$ cat config.mk
export PLATFORM = sky130hd
export DESIGN_NAME = fp_mul_exp_pipe_flat
export DESIGN_NICKNAME = d
export VERILOG_FILES = /design/src/rtl/fp_mul_exp_pipe_if.sv /design/src/rtl/fp_mul_exp_pipe.sv /design/src/flat_wrapper.sv
export SDC_FILE = /design/constraint.sdc
export NUM_CORES = 1
export LEC_CHECK = 0
export CAP_MARGIN = 30
export CORE_ASPECT_RATIO = 0.5
export CORE_MARGIN = 2
export CORE_UTILIZATION = 30
export DETAILED_ROUTE_END_ITERATION = 10
export GPL_ROUTABILITY_DRIVEN = 0
export PLACE_DENSITY = 0.62
export RECOVER_POWER = 25
export SETUP_SLACK_MARGIN = 0.5
export SYNTH_ARGS = -nofsm -noshare
export SYNTH_HDL_FRONTEND = slang
export SYNTH_SLANG_ARGS = --single-unit
$ cat constraint.sdc
create_clock -name i_clk -period 3.2 [get_ports i_clk]
set_input_delay 0.48 -clock i_clk [delete_from_list [all_inputs] [get_ports i_clk]]
set_output_delay 0.48 -clock i_clk [all_outputs]
set_load 0.05 [all_outputs]
$ cat src/rtl/fp_mul_exp_pipe_if.sv
// Handshake, operand, result and sticky-status bundle for the exponent combine stage.
// master drives operations and out_ready; slave is the pipeline stage itself.
interface fp_mul_exp_pipe_if #(
  parameter int unsigned EXP_W = 8
) ();
  logic             in_valid;
  logic             in_ready;
  logic             sign1;
  logic             sign2;
  logic [EXP_W-1:0] exp1;
  logic [EXP_W-1:0] exp2;
  logic             carry;
  logic             out_valid;
  logic             out_ready;
  logic             sign_out;
  logic [EXP_W-1:0] sum_exp;
  logic             ovf;
  logic             unf;
  logic             zero_out;
  logic             clr_flags;
  logic             ovf_sticky;
  logic             unf_sticky;

  modport master (
    output in_valid, sign1, sign2, exp1, exp2, carry, out_ready, clr_flags,
    input  in_ready, out_valid, sign_out, sum_exp, ovf, unf, zero_out, ovf_sticky, unf_sticky
  );

  modport slave (
    input  in_valid, sign1, sign2, exp1, exp2, carry, out_ready, clr_flags,
    output in_ready, out_valid, sign_out, sum_exp, ovf, unf, zero_out, ovf_sticky, unf_sticky
  );
endinterface

$ cat src/rtl/fp_mul_exp_pipe.sv
// Sign/exponent combine stage of the FPU multiplier: bias removal, range classification,
// and a valid/ready register with a one-entry skid buffer plus sticky ovf/unf status.
module fp_mul_exp_pipe #(
  parameter int unsigned EXP_W = 8,
  parameter int unsigned BIAS  = 2**(EXP_W-1)-1,
  parameter int unsigned SAT   = 1
) (
  input  logic             i_clk,
  input  logic             i_rst,
  fp_mul_exp_pipe_if.slave io_bus
);

  localparam int unsigned SumW = EXP_W + 2;
  localparam logic signed [SumW-1:0] BiasS  = SumW'(BIAS);
  localparam logic signed [SumW-1:0] OvfLim = SumW'((2**EXP_W) - 1);

  typedef struct packed {
    logic             sign;
    logic [EXP_W-1:0] exp;
    logic             ovf;
    logic             unf;
    logic             zero;
  } res_t;

  logic signed [SumW-1:0] w_sum;
  res_t                   w_res;

  res_t r_m;
  res_t r_s;
  logic r_m_valid;
  logic r_s_valid;
  logic r_ovf_sticky;
  logic r_unf_sticky;

  res_t w_m_d;
  res_t w_s_d;
  logic w_m_valid_d;
  logic w_s_valid_d;
  logic w_ovf_sticky_d;
  logic w_unf_sticky_d;

  logic w_accept;
  logic w_xfer;
  logic w_m_free;

  // Full-width signed sum so out-of-range results classify correctly before any truncation.
  always_comb begin
    w_sum = $signed({2'b00, io_bus.exp1}) + $signed({2'b00, io_bus.exp2})
          + $signed({{(SumW-1){1'b0}}, io_bus.carry}) - BiasS;
  end

  always_comb begin
    w_res      = '0;
    w_res.sign = io_bus.sign1 ^ io_bus.sign2;
    if ((io_bus.exp1 == '0) || (io_bus.exp2 == '0)) begin
      w_res.zero = 1'b1;
    end else begin
      w_res.ovf = (w_sum >= OvfLim);
      w_res.unf = w_sum[SumW-1] || (w_sum == '0);
      w_res.exp = w_sum[EXP_W-1:0];
      if (SAT != 0) begin
        if (w_res.ovf) begin
          w_res.exp = '1;
        end else if (w_res.unf) begin
          w_res.exp = '0;
        end
      end
    end
  end

  assign w_accept = io_bus.in_valid && !r_s_valid;
  assign w_xfer   = r_m_valid && io_bus.out_ready;
  assign w_m_free = !r_m_valid || io_bus.out_ready;

  // in_ready comes only from r_s_valid, so a skid entry never coexists with an accept.
  always_comb begin
    w_m_d       = r_m;
    w_s_d       = r_s;
    w_m_valid_d = r_m_valid;
    w_s_valid_d = r_s_valid;
    if (w_m_free) begin
      if (r_s_valid) begin
        w_m_d       = r_s;
        w_m_valid_d = 1'b1;
        w_s_valid_d = 1'b0;
      end else begin
        w_m_valid_d = w_accept;
        if (w_accept) begin
          w_m_d = w_res;
        end
      end
    end else if (w_accept) begin
      w_s_d       = w_res;
      w_s_valid_d = 1'b1;
    end
  end

  // A set on the transferring result wins over a same-edge clear.
  always_comb begin
    w_ovf_sticky_d = (io_bus.clr_flags ? 1'b0 : r_ovf_sticky) | (w_xfer & r_m.ovf);
    w_unf_sticky_d = (io_bus.clr_flags ? 1'b0 : r_unf_sticky) | (w_xfer & r_m.unf);
  end

  always_ff @(posedge i_clk) begin
    if (i_rst) begin
      r_m          <= '0;
      r_s          <= '0;
      r_m_valid    <= 1'b0;
      r_s_valid    <= 1'b0;
      r_ovf_sticky <= 1'b0;
      r_unf_sticky <= 1'b0;
    end else begin
      r_m          <= w_m_d;
      r_s          <= w_s_d;
      r_m_valid    <= w_m_valid_d;
      r_s_valid    <= w_s_valid_d;
      r_ovf_sticky <= w_ovf_sticky_d;
      r_unf_sticky <= w_unf_sticky_d;
    end
  end

  assign io_bus.in_ready   = !r_s_valid;
  assign io_bus.out_valid  = r_m_valid;
  assign io_bus.sign_out   = r_m.sign;
  assign io_bus.sum_exp    = r_m.exp;
  assign io_bus.ovf        = r_m.ovf;
  assign io_bus.unf        = r_m.unf;
  assign io_bus.zero_out   = r_m.zero;
  assign io_bus.ovf_sticky = r_ovf_sticky;
  assign io_bus.unf_sticky = r_unf_sticky;

endmodule
$ cat src/flat_wrapper.sv
// flat-port wrapper written by rule: the top's interface ports become plain ports
module fp_mul_exp_pipe_flat 
#(
  parameter int unsigned EXP_W = 8,
  parameter int unsigned BIAS  = 2**(EXP_W-1)-1,
  parameter int unsigned SAT   = 1
)
  (i_clk, i_rst, io_bus_in_valid, io_bus_sign1, io_bus_sign2, io_bus_exp1, io_bus_exp2, io_bus_carry, io_bus_out_ready, io_bus_clr_flags, io_bus_in_ready, io_bus_out_valid, io_bus_sign_out, io_bus_sum_exp, io_bus_ovf, io_bus_unf, io_bus_zero_out, io_bus_ovf_sticky, io_bus_unf_sticky);
  fp_mul_exp_pipe_if #(.EXP_W(EXP_W)) io_bus_i ();
  input  logic i_clk;
  input  logic i_rst;
  input wire logic [$bits(io_bus_i.in_valid)-1:0] io_bus_in_valid;
  input wire logic [$bits(io_bus_i.sign1)-1:0] io_bus_sign1;
  input wire logic [$bits(io_bus_i.sign2)-1:0] io_bus_sign2;
  input wire logic [$bits(io_bus_i.exp1)-1:0] io_bus_exp1;
  input wire logic [$bits(io_bus_i.exp2)-1:0] io_bus_exp2;
  input wire logic [$bits(io_bus_i.carry)-1:0] io_bus_carry;
  input wire logic [$bits(io_bus_i.out_ready)-1:0] io_bus_out_ready;
  input wire logic [$bits(io_bus_i.clr_flags)-1:0] io_bus_clr_flags;
  output wire logic [$bits(io_bus_i.in_ready)-1:0] io_bus_in_ready;
  output wire logic [$bits(io_bus_i.out_valid)-1:0] io_bus_out_valid;
  output wire logic [$bits(io_bus_i.sign_out)-1:0] io_bus_sign_out;
  output wire logic [$bits(io_bus_i.sum_exp)-1:0] io_bus_sum_exp;
  output wire logic [$bits(io_bus_i.ovf)-1:0] io_bus_ovf;
  output wire logic [$bits(io_bus_i.unf)-1:0] io_bus_unf;
  output wire logic [$bits(io_bus_i.zero_out)-1:0] io_bus_zero_out;
  output wire logic [$bits(io_bus_i.ovf_sticky)-1:0] io_bus_ovf_sticky;
  output wire logic [$bits(io_bus_i.unf_sticky)-1:0] io_bus_unf_sticky;
  assign io_bus_i.in_valid = io_bus_in_valid;
  assign io_bus_i.sign1 = io_bus_sign1;
  assign io_bus_i.sign2 = io_bus_sign2;
  assign io_bus_i.exp1 = io_bus_exp1;
  assign io_bus_i.exp2 = io_bus_exp2;
  assign io_bus_i.carry = io_bus_carry;
  assign io_bus_i.out_ready = io_bus_out_ready;
  assign io_bus_i.clr_flags = io_bus_clr_flags;
  assign io_bus_in_ready = io_bus_i.in_ready;
  assign io_bus_out_valid = io_bus_i.out_valid;
  assign io_bus_sign_out = io_bus_i.sign_out;
  assign io_bus_sum_exp = io_bus_i.sum_exp;
  assign io_bus_ovf = io_bus_i.ovf;
  assign io_bus_unf = io_bus_i.unf;
  assign io_bus_zero_out = io_bus_i.zero_out;
  assign io_bus_ovf_sticky = io_bus_i.ovf_sticky;
  assign io_bus_unf_sticky = io_bus_i.unf_sticky;
  fp_mul_exp_pipe #(.EXP_W(EXP_W), .BIAS(BIAS), .SAT(SAT)) u_core (.i_clk(i_clk), .i_rst(i_rst), .io_bus(io_bus_i));
endmodule
# ---- After elaboration in Yosys (flattened, before gate mapping)
# Index checks and enable logic that the tools add are counted.
# W data, S select, Z words.
dict set report word_totals {
  input_bits 24
  out_inout_bits 16
  ff_bits 28
  word_cells 47
}
dict set report classes {
  magnitude_cmp 1
  reduce_logical 14
  bitwise 6
  addsub 3
  mux 9
}
# cell count
set ops {}
lappend ops {{$mux W12} 2}
lappend ops {{$logic_not A8 Y1} 2}
lappend ops {{$mux W8} 2}
lappend ops {{$add A10 B2 Y10} 1}
lappend ops {{$ge A10 B9 Y1 const B} 1}
lappend ops {{$logic_not A10 Y1} 1}
lappend ops {{$mux W10} 1}
lappend ops {{$sub A10 B8 Y10 const B} 1}
lappend ops {{$add A8 B8 Y9} 1}
lappend ops {{$mux W1} 4}
lappend ops {{$reduce_and A2 Y1} 2}
lappend ops {{$logic_or A1 B1 Y1} 3}
lappend ops {{$and A1 B1 Y1} 2}
lappend ops {{$logic_and A1 B1 Y1} 2}
lappend ops {{$logic_not A1 Y1} 2}
lappend ops {{$or A1 B1 Y1} 2}
lappend ops {{$reduce_bool A2 Y1} 1}
lappend ops {{$reduce_or A2 Y1} 1}
lappend ops {{$not A1 Y1} 1}
lappend ops {{$xor A1 B1 Y1} 1}

# ---- Depth between registers and ports, before layout
# Gate-level depths: netlist of the first run.
dict set report depth {
  ltp_word 10
  depth_mapped 14
}

# ---- Worst setup path after synthesis of the first run
# OpenSTA, ideal clock, no wires.
dict set report synth_timing {
  path_type {in2reg}
  startpoint {input io_bus_exp2[0]}
  endpoint {register u_core.r_m, in the netlist u_core.io_bus.sum_exp[6]}
  n_path_buf 2
  t_arrival_ns 3.108
  setup_time_ns 0.083
  stages 12
  slack_ns 0.009
  path_cell_list {ha_1 fa_1 a211oi_2 or3_4 and4_1 clkbuf_1 nand4_4 nor4b_2 nor3_1 or4_1 buf_2 o221ai_1}
}
dict set report synth_via {
  elab_chain_len 10
  elab_cells_between_ends 13
  cone_classes {add/sub: 3; order compare: 1; mux: 5; reduce/logical: 4}
}
# item line
set synth_lines {}
lappend synth_lines {{from (decl)} flat_wrapper.sv:16} ;# input wire logic [$bits(io_bus_i.exp2)-1:0] io_bus_exp2;
lappend synth_lines {{parallel branches: the longest is 7 deep, another holds $add A10 B2 Y10} -}
lappend synth_lines {{$mux W10 (*)} fp_mul_exp_pipe.sv:55} ;# if ((io_bus.exp1 == '0) || (io_bus.exp2 == '0)) begin
lappend synth_lines {{$mux W12 (*)} fp_mul_exp_pipe.sv:88} ;# if (w_accept) begin
lappend synth_lines {{$mux W12 (*)} fp_mul_exp_pipe.sv:82} ;# if (r_s_valid) begin
lappend synth_lines {{to (signal assigned)} fp_mul_exp_pipe.sv:113} ;# r_m <= w_m_d;
lappend synth_lines {{to (decl)} fp_mul_exp_pipe.sv:28} ;# res_t r_m;
# Mark *: on every way between the ends. The select of a mux whose other input is x is not followed.
# A chain may end at the register's enable or synchronous reset.

# ---- Worst setup path after layout of the first run
dict set report layout_timing {
  startpoint {input io_bus_exp1[0]}
  endpoint {register u_core.r_m, in the netlist u_core.io_bus.sum_exp[5]}
}
dict set report layout_via {
  elab_chain_len 10
  elab_cells_between_ends 13
  cone_classes {add/sub: 3; order compare: 1; mux: 5; reduce/logical: 4}
}
# item line
set layout_lines {}
lappend layout_lines {{from (decl)} flat_wrapper.sv:15} ;# input wire logic [$bits(io_bus_i.exp1)-1:0] io_bus_exp1;
lappend layout_lines {{parallel branches: the longest is 7 deep, another holds $add A10 B2 Y10} -}
lappend layout_lines {{$mux W10 (*)} fp_mul_exp_pipe.sv:55}
lappend layout_lines {{$mux W12 (*)} fp_mul_exp_pipe.sv:88}
lappend layout_lines {{$mux W12 (*)} fp_mul_exp_pipe.sv:82}
# Marks and branches as above.

==> impl_metrics.toml, run 1 <==
[sta]
min_period_ns = 2.97
tightest_slew_ns = 1.03
finalHoldViolCount = 0
finalClockSkew_ns = 0.00175
fin_crit_sh_pct = 92.7
max_clock_freq_mhz = 337
slew_headroom_pct = 31.7
rsz0062_at_grt = "true"
setup_viol = 0
slew_viol_final = 0

[clock_tree]
clk_pin_slew_ns = 0.07
cts_made_buffers = 3
clk_latency_ns = 0.26
postCtsHoldBufs = 0
cts_tree = "yes"
cts.sinks = 28
cts_buffer_depth = 2
cts_root_buf = "clkbuf_16"
ctsHtreeMaxLevel = 1

[synthesis]
synth_edf_count = 0
synth_cell_types = 53
syn_nets = 277
ys_warn_count = 0
synth_seq_cells = 28
syn_avg_cell_area_um2 = 8.04
yosysSeqAreaShare_pct = 28.8
netlist_instances = 242
synth_common_cells = "31 x nor2_1, 28 x dfxtp_1, 16 x a21oi_1, 16 x nand2_1"
synth_area_leaders = "dfxtp_1 29%, ha_1 6.4%, nor2_1 6.0%"
synth_top_area_share_pct = 28.8
yosysMostFrequentCell = "nor2_1"
syn_area_um2 = 1950
async_flop_share_pct = 0
synth_top_area_cell = "dfxtp_1"
synth_ff_type = "dfxtp_1"

[drt]
finalWirelength_mm = 5.97
dr.pass1.iters = 4
drt_iter0_markers = 48
viasPerCell = 5.22
wl_per_cell_um = 14.4
drc = 0
ant_nets = 0
vias = 2161

[power_and_ir_drop]
p_sw_share_pct = 33.9
powerDensity_nw_per_um2 = 447
p_leak_nw = 1.25
power_frac_comb_pct = 45.2
power_frac_seq_pct = 28.4
p_int_mw = 0.915
p_sw_mw = 0.469
pwr-share-clk_pct = 26.5
max-vdd-ir-drop_v = 0.000223

[placement]
dp_hpwl_mm = 4.54
place_area_um2 = 2850
portBuffers = 39

[worst_setup_path]
required_ns = 3.38
startpoint = "io_bus_exp1[0]"
crit_path_end_kind = "flop"
rr_worst_depth = 6
critPathLaunchType = "input pin"
worst-r2r-setup-slack_ns = 1.19
worstPathMaxFanout = 6
reg2reg_from = "u_core.r_s_valid"
crit_arrival_ns = 3.15
regToRegEndpoint = "u_core.r_s[1]"
critical_path_class = "input pin to flop"

[final_layout]
nets = 362
layout-drive-gt1-share_pct = 27.9
final_area_um2 = 3090
utilization_pct = 50.2
diodes = 0
synthToLayoutAreaGrowth_pct = 59.0

[floorplanning]
core_area_um2 = 6160
ios = 40
die_w_um = 118
dieArea_um2 = 7180
dieHeight_um = 60.9
row_count = 20
initial_utilization_pct = 31.6

[global_routing]
grt_max_degree = 20
grt_pass1_vias = 2090
use_met3_pct = 2.16
antenna_found_initial = 0
gr-total-overflow = 0
top_usage_layer = "met2"
use_met2_pct = 32.1
use_met1_pct = 21.8
grt_pass1_wl_mm = 9.93
grt_usage_pct = 17.1

[status]
outcome = "finished, final reports clean"

[worst_hold_path]
holdCritStartpoint = "u_core.io_bus.sign_out"
holdPathStages = 2
worstHoldEndpoint = "u_core.io_bus.sign_out"
worstHoldPathType = "flop to flop"

[run]
drv_cap = 0
==> logic make-up (layout without fill, tap and decap cells) <==
group	count (synthesis)	count (layout)	synth area share, %
buffers and inverters	18	102	3.54
AND/OR/NAND/NOR	109	109	30.2
flip-flops	28	28	28.8
adder cells (fa/ha/maj)	11	11	7.46
AO/OA/AOI/OAI	70	70	26.6
XOR/XNOR	6	6	3.41
==> placed cells by master, fill, tap and decap left out, types with 2 or more instances in the layout <==
cell type	synthesis	layout
dlymetal6s2s_1	0	2
o221ai_2	0	4
dfxtp_1	28	28
ha_4	0	5
a31oi_1	2	2
buf_6	0	3
xor2_1	3	3
dlygate4sd3_1	0	8
a311oi_1	9	5
a311oi_2	0	4
and2_1	5	5
nor3_1	9	8
o21ai_0	10	10
nand4_1	2	2
a32oi_1	2	2
dlygate4sd2_1	0	6
or4_1	2	2
nand2b_1	8	8
a211oi_1	6	5
o211ai_2	2	2
nand4b_1	2	2
or3_1	3	3
buf_4	0	50
clkbuf_16	0	3
inv_1	6	5
nand3_1	7	7
nor4_1	5	5
and3_1	8	8
nand2_1	16	16
clkdlybuf4s50_1	0	19
xnor2_1	2	2
a21oi_1	16	16
o22ai_2	0	2
o21a_1	3	3
nor2b_1	4	4
nor2_1	31	31
ha_1	10	5
==> metrics by stage <==
stage / setup slack (ns) / hold slack (ns) / TNS (ns) / instances / power, mW
after floorplan: 0.112 / 0.472 / 0 / 242 / 0.738
after global placement: -0.468 / 0.443 / -5.57 / 408 / 0.977
after detailed placement: -0.541 / 0.457 / -7.39 / 408 / 0.989
after CTS: 0.182 / 0.468 / 0 / 412 / 1.38
after global routing: 0.111 / 0.482 / 0 / 414 / 1.46
final: 0.234 / 0.453 / 0 / 414 / 1.38
==> power by group through the flow <==
| stage | Clock, mW | Sequential [mW] | Combinational [mW] |
|---|---|---|---|
| finish | 0.366 | 0.393 | 0.625 |
| global route | 0.390 | 0.395 | 0.677 |
| CTS | 0.372 | 0.393 | 0.613 |
| detailed placement | 0 | 0.400 | 0.589 |
| global placement | 0 | 0.399 | 0.578 |
| floorplan | 0 | 0.470 | 0.268 |
==> registers in the layout (all words and copies together) (netlist names) <==
signal and cells:
u_core.io_bus.sign_out 1, u_core.io_bus.unf 1, u_core.io_bus.unf_sticky 1, u_core.io_bus.out_valid 1, u_core.io_bus.zero_out 1, u_core.io_bus.ovf 1
u_core.r_s_valid 1, u_core.r_s 12, u_core.io_bus.sum_exp 8, u_core.io_bus.ovf_sticky 1
==> worst max path at each step <==
| stage | to | slack (ns) |
|---|---|---|
| 2_1_floorplan | u_core.io_bus.sum_exp[6] | 0.11 |
| 3_3_place_gp | u_core.io_bus.sum_exp[4] | -0.47 |
| 3_5_place_dp | u_core.io_bus.sum_exp[5] | -0.54 |
| 4_1_cts | u_core.io_bus.sum_exp[5] | 0.18 |
| 5_1_grt | u_core.io_bus.sum_exp[3] | 0.11 |
| 6_report | u_core.io_bus.sum_exp[5] | 0.23 |
==> layout make-up <==
type | instances | area, um2
clock buffers | 3 | 75.1
clock inverters | 1 | 30.0
fillers | 597 | 3060
inverters | 6 | 22.5
multi-input cells | 196 | 1500
flip-flops and latches | 28 | 561
well taps | 88 | 110
repair buffers | 92 | 791
==> what timing repair did <==
action,CTS,global route
resized for setup,35,11
setup endpoints to repair,20,20
buffers inserted,0,2
gates cloned,0,0
pin swaps,21,9
==> worst max-delay path: stages <==
cell	delay, ns
buf_8	0.10
ha_4	0.15
fa_2	0.38
a211oi_4	0.33
or3_4	0.20
and4_1	0.32
nand4b_1	0.15
a311oi_2	0.31
nor3_2	0.08
or4_1	0.42
buf_6	0.16
o221ai_2	0.05
==> metal layers <==
layer	share of wire (%)	routed length [um]
met1	47	2820
met2	49	2930
met3	3.0	177
met4	0.67	40
met5	0	0
Power figures use the tool's default switching activity.
==> inputs of run 2 (changes only) <==
Settings changed: CTS_CLUSTER_DIAMETER set to 100.
==> results of run 2 <==
Same layout as run 1: the final DEF is identical, and so are final timing and power.
==> inputs of run 3 (changes only) <==
Settings changed: CORE_MARGIN 2 to 4, PLACE_DENSITY 0.62 to 0.61.
Clock period 3.2 ns to 3.44 ns, I/O delays scaled along.
==> run 3 against run 2 <==
Compared with the run above: non-clock buffer count down 13; clock power decreased by 22%; hold slack gained 0.013 ns; power decreased by 13%; clock skew about the same; count of clock-buffer cells in the layout grew 1; combinational power fell by 11%; die area up 10%; first-iteration DRC count is 63% higher; final cell count shrank 3.1%; core utilization shrank 2.3 points; sequential power decreased by 7.6%; largest cell class unchanged; largest power group unchanged.
==> impl_metrics.toml, run 3 (same netlist as run 1, synthesis figures left out) <==
[final_layout]
stdcell_count = 401
synthToLayoutAreaGrowth_pct = 52.2
final_cell_mix = "37 x buf_4, 31 x nor2_1, 28 x dfxtp_1"
layout-drive-gt1-share_pct = 24.6
top_register = "u_core.r_s"
nets = 349
layout_commonest_cell = "buf_4"
fillers = 604
diodes = 0
largest_register_ffs = 12

[worst_setup_path]
reg2reg_from = "u_core.r_s_valid"
crit_path_end_kind = "flop"
startpoint = "io_bus_exp1[0]"
required_ns = 3.54
critical_path_class = "input pin to flop"
worstPathMaxFanout = 12
critPathLaunchType = "input pin"
crit_arrival_ns = 3.09

[placement]
dp_slack_ns = -0.356
portBuffers = 39
dp_hpwl_mm = 4.39
placed_cells = 394

[sta]
tightest_slew_ns = 1.11
max_clock_freq_mhz = 335
fin_crit_sh_pct = 86.9
setup_ws_ns = 0.452
slew_headroom_pct = 26.2
rsz0062_at_grt = "true"
finalHoldViolCount = 0
slew_viol_final = 0
min_period_ns = 2.99
holdWs_ns = 0.466
setup_viol = 0
finalClockSkew_ns = 0.00222

[clock_tree]
ctsHtreeMaxLevel = 1
cts_made_buffers = 3
clk_latency_ns = 0.26
postCtsHoldBufs = 0
cts_root_buf = "clkbuf_16"
cts.sinks = 28
cts_buffer_depth = 2
clk_pin_slew_ns = 0.06
cts_tree = "yes"

[power_and_ir_drop]
max-vdd-ir-drop_v = 0.000191
powerDensity_nw_per_um2 = 407
p_leak_nw = 1.16

[status]
outcome = "finished, final reports clean"

[drt]
drc = 0
dr.pass1.iters = 4
drt_iter0_markers = 78
vias = 2078
viasPerCell = 5.18
ant_nets = 0
wl_per_cell_um = 14.2
finalWirelength_mm = 5.69

[floorplanning]
ios = 40
row_count = 20
die_w_um = 122
dieArea_um2 = 7920
core_area_um2 = 6180
dieHeight_um = 64.9
initial_utilization_pct = 31.5

[global_routing]
grt_usage_pct = 14.9
grt_pass1_wl_mm = 9.77
grt_max_degree = 23
grt_pass1_vias = 2138
antenna_found_initial = 0
gr-total-overflow = 0

[worst_hold_path]
holdCritStartpoint = "u_core.io_bus.sign_out"
worstHoldPathType = "flop to flop"

[run]
drv_cap = 0
## run 3: routing by layer
layer | wire [um] | GRT usage [%] | vias up
met1 | 2710 | 20.5 | 969
met4 | 49 | 2.93 | 0
met2 | 2730 | 25.4 | 45
li1 | - | - | 1059
met5 | 0 | 0 | -
met3 | 200 | 1.66 | 5
## run 3: cell type report
cell class	instances	area (um2)	share of cell area (%)
Multi-Input combinational cell	196	1490	50.5
Timing Repair Buffer	79	684	23.1
Sequential cell	28	561	18.9
Tap cell	88	110	3.72
Clock buffer	4	88.8	3.00
Inverter	6	22.5	0.761
## run 3: through the flow
step / setup TNS [ns] / total power, mW / util (%) / cell area, um2
global route: 0 / 1.28 / 47.9 / 2960
global placement: -2.21 / 0.884 / 44.2 / 2730
floorplan: 0 / 0.683 / - / 2010
finish: 0 / 1.21 / 47.9 / 2960
detailed placement: -3.91 / 0.891 / 44.2 / 2730
CTS: 0 / 1.20 / 47.4 / 2930
## run 3: power by group
part	leakage, nW	total [mW]	switching [mW]	internal [mW]
combinational	0.890	0.555	0.302	0.253
clock	0.0442	0.287	0.108	0.178
sequential	0.229	0.363	0.0135	0.350
## run 3: path summary, 6_finish.rpt
check	endpoint	slack [ns]	cells past startpoint
hold / removal	u_core.io_bus.sign_out	0.47	2
hold reg to reg	u_core.io_bus.sign_out	0.47	2
setup / recovery	u_core.r_s[2]	0.45	12
setup reg to reg	u_core.r_s[1]	1.51	6
## run 3: timing repair
action	in CTS	in global routing
resized for setup	38	12
setup endpoints to repair	20	19
pin swaps	10	12
hold endpoints to repair	0	0
setup buffers	3	0
## run 3: worst max-delay path: stages
cell      delay [ns]
buf_8           0.10
ha_4            0.15
fa_2            0.38
a211oi_4        0.32
o31ai_4         0.10
a221oi_4        0.43
nand4_1         0.20
nor4b_4         0.18
nor3_2          0.23
buf_4           0.24
o21ai_0         0.10
nor2b_1         0.13
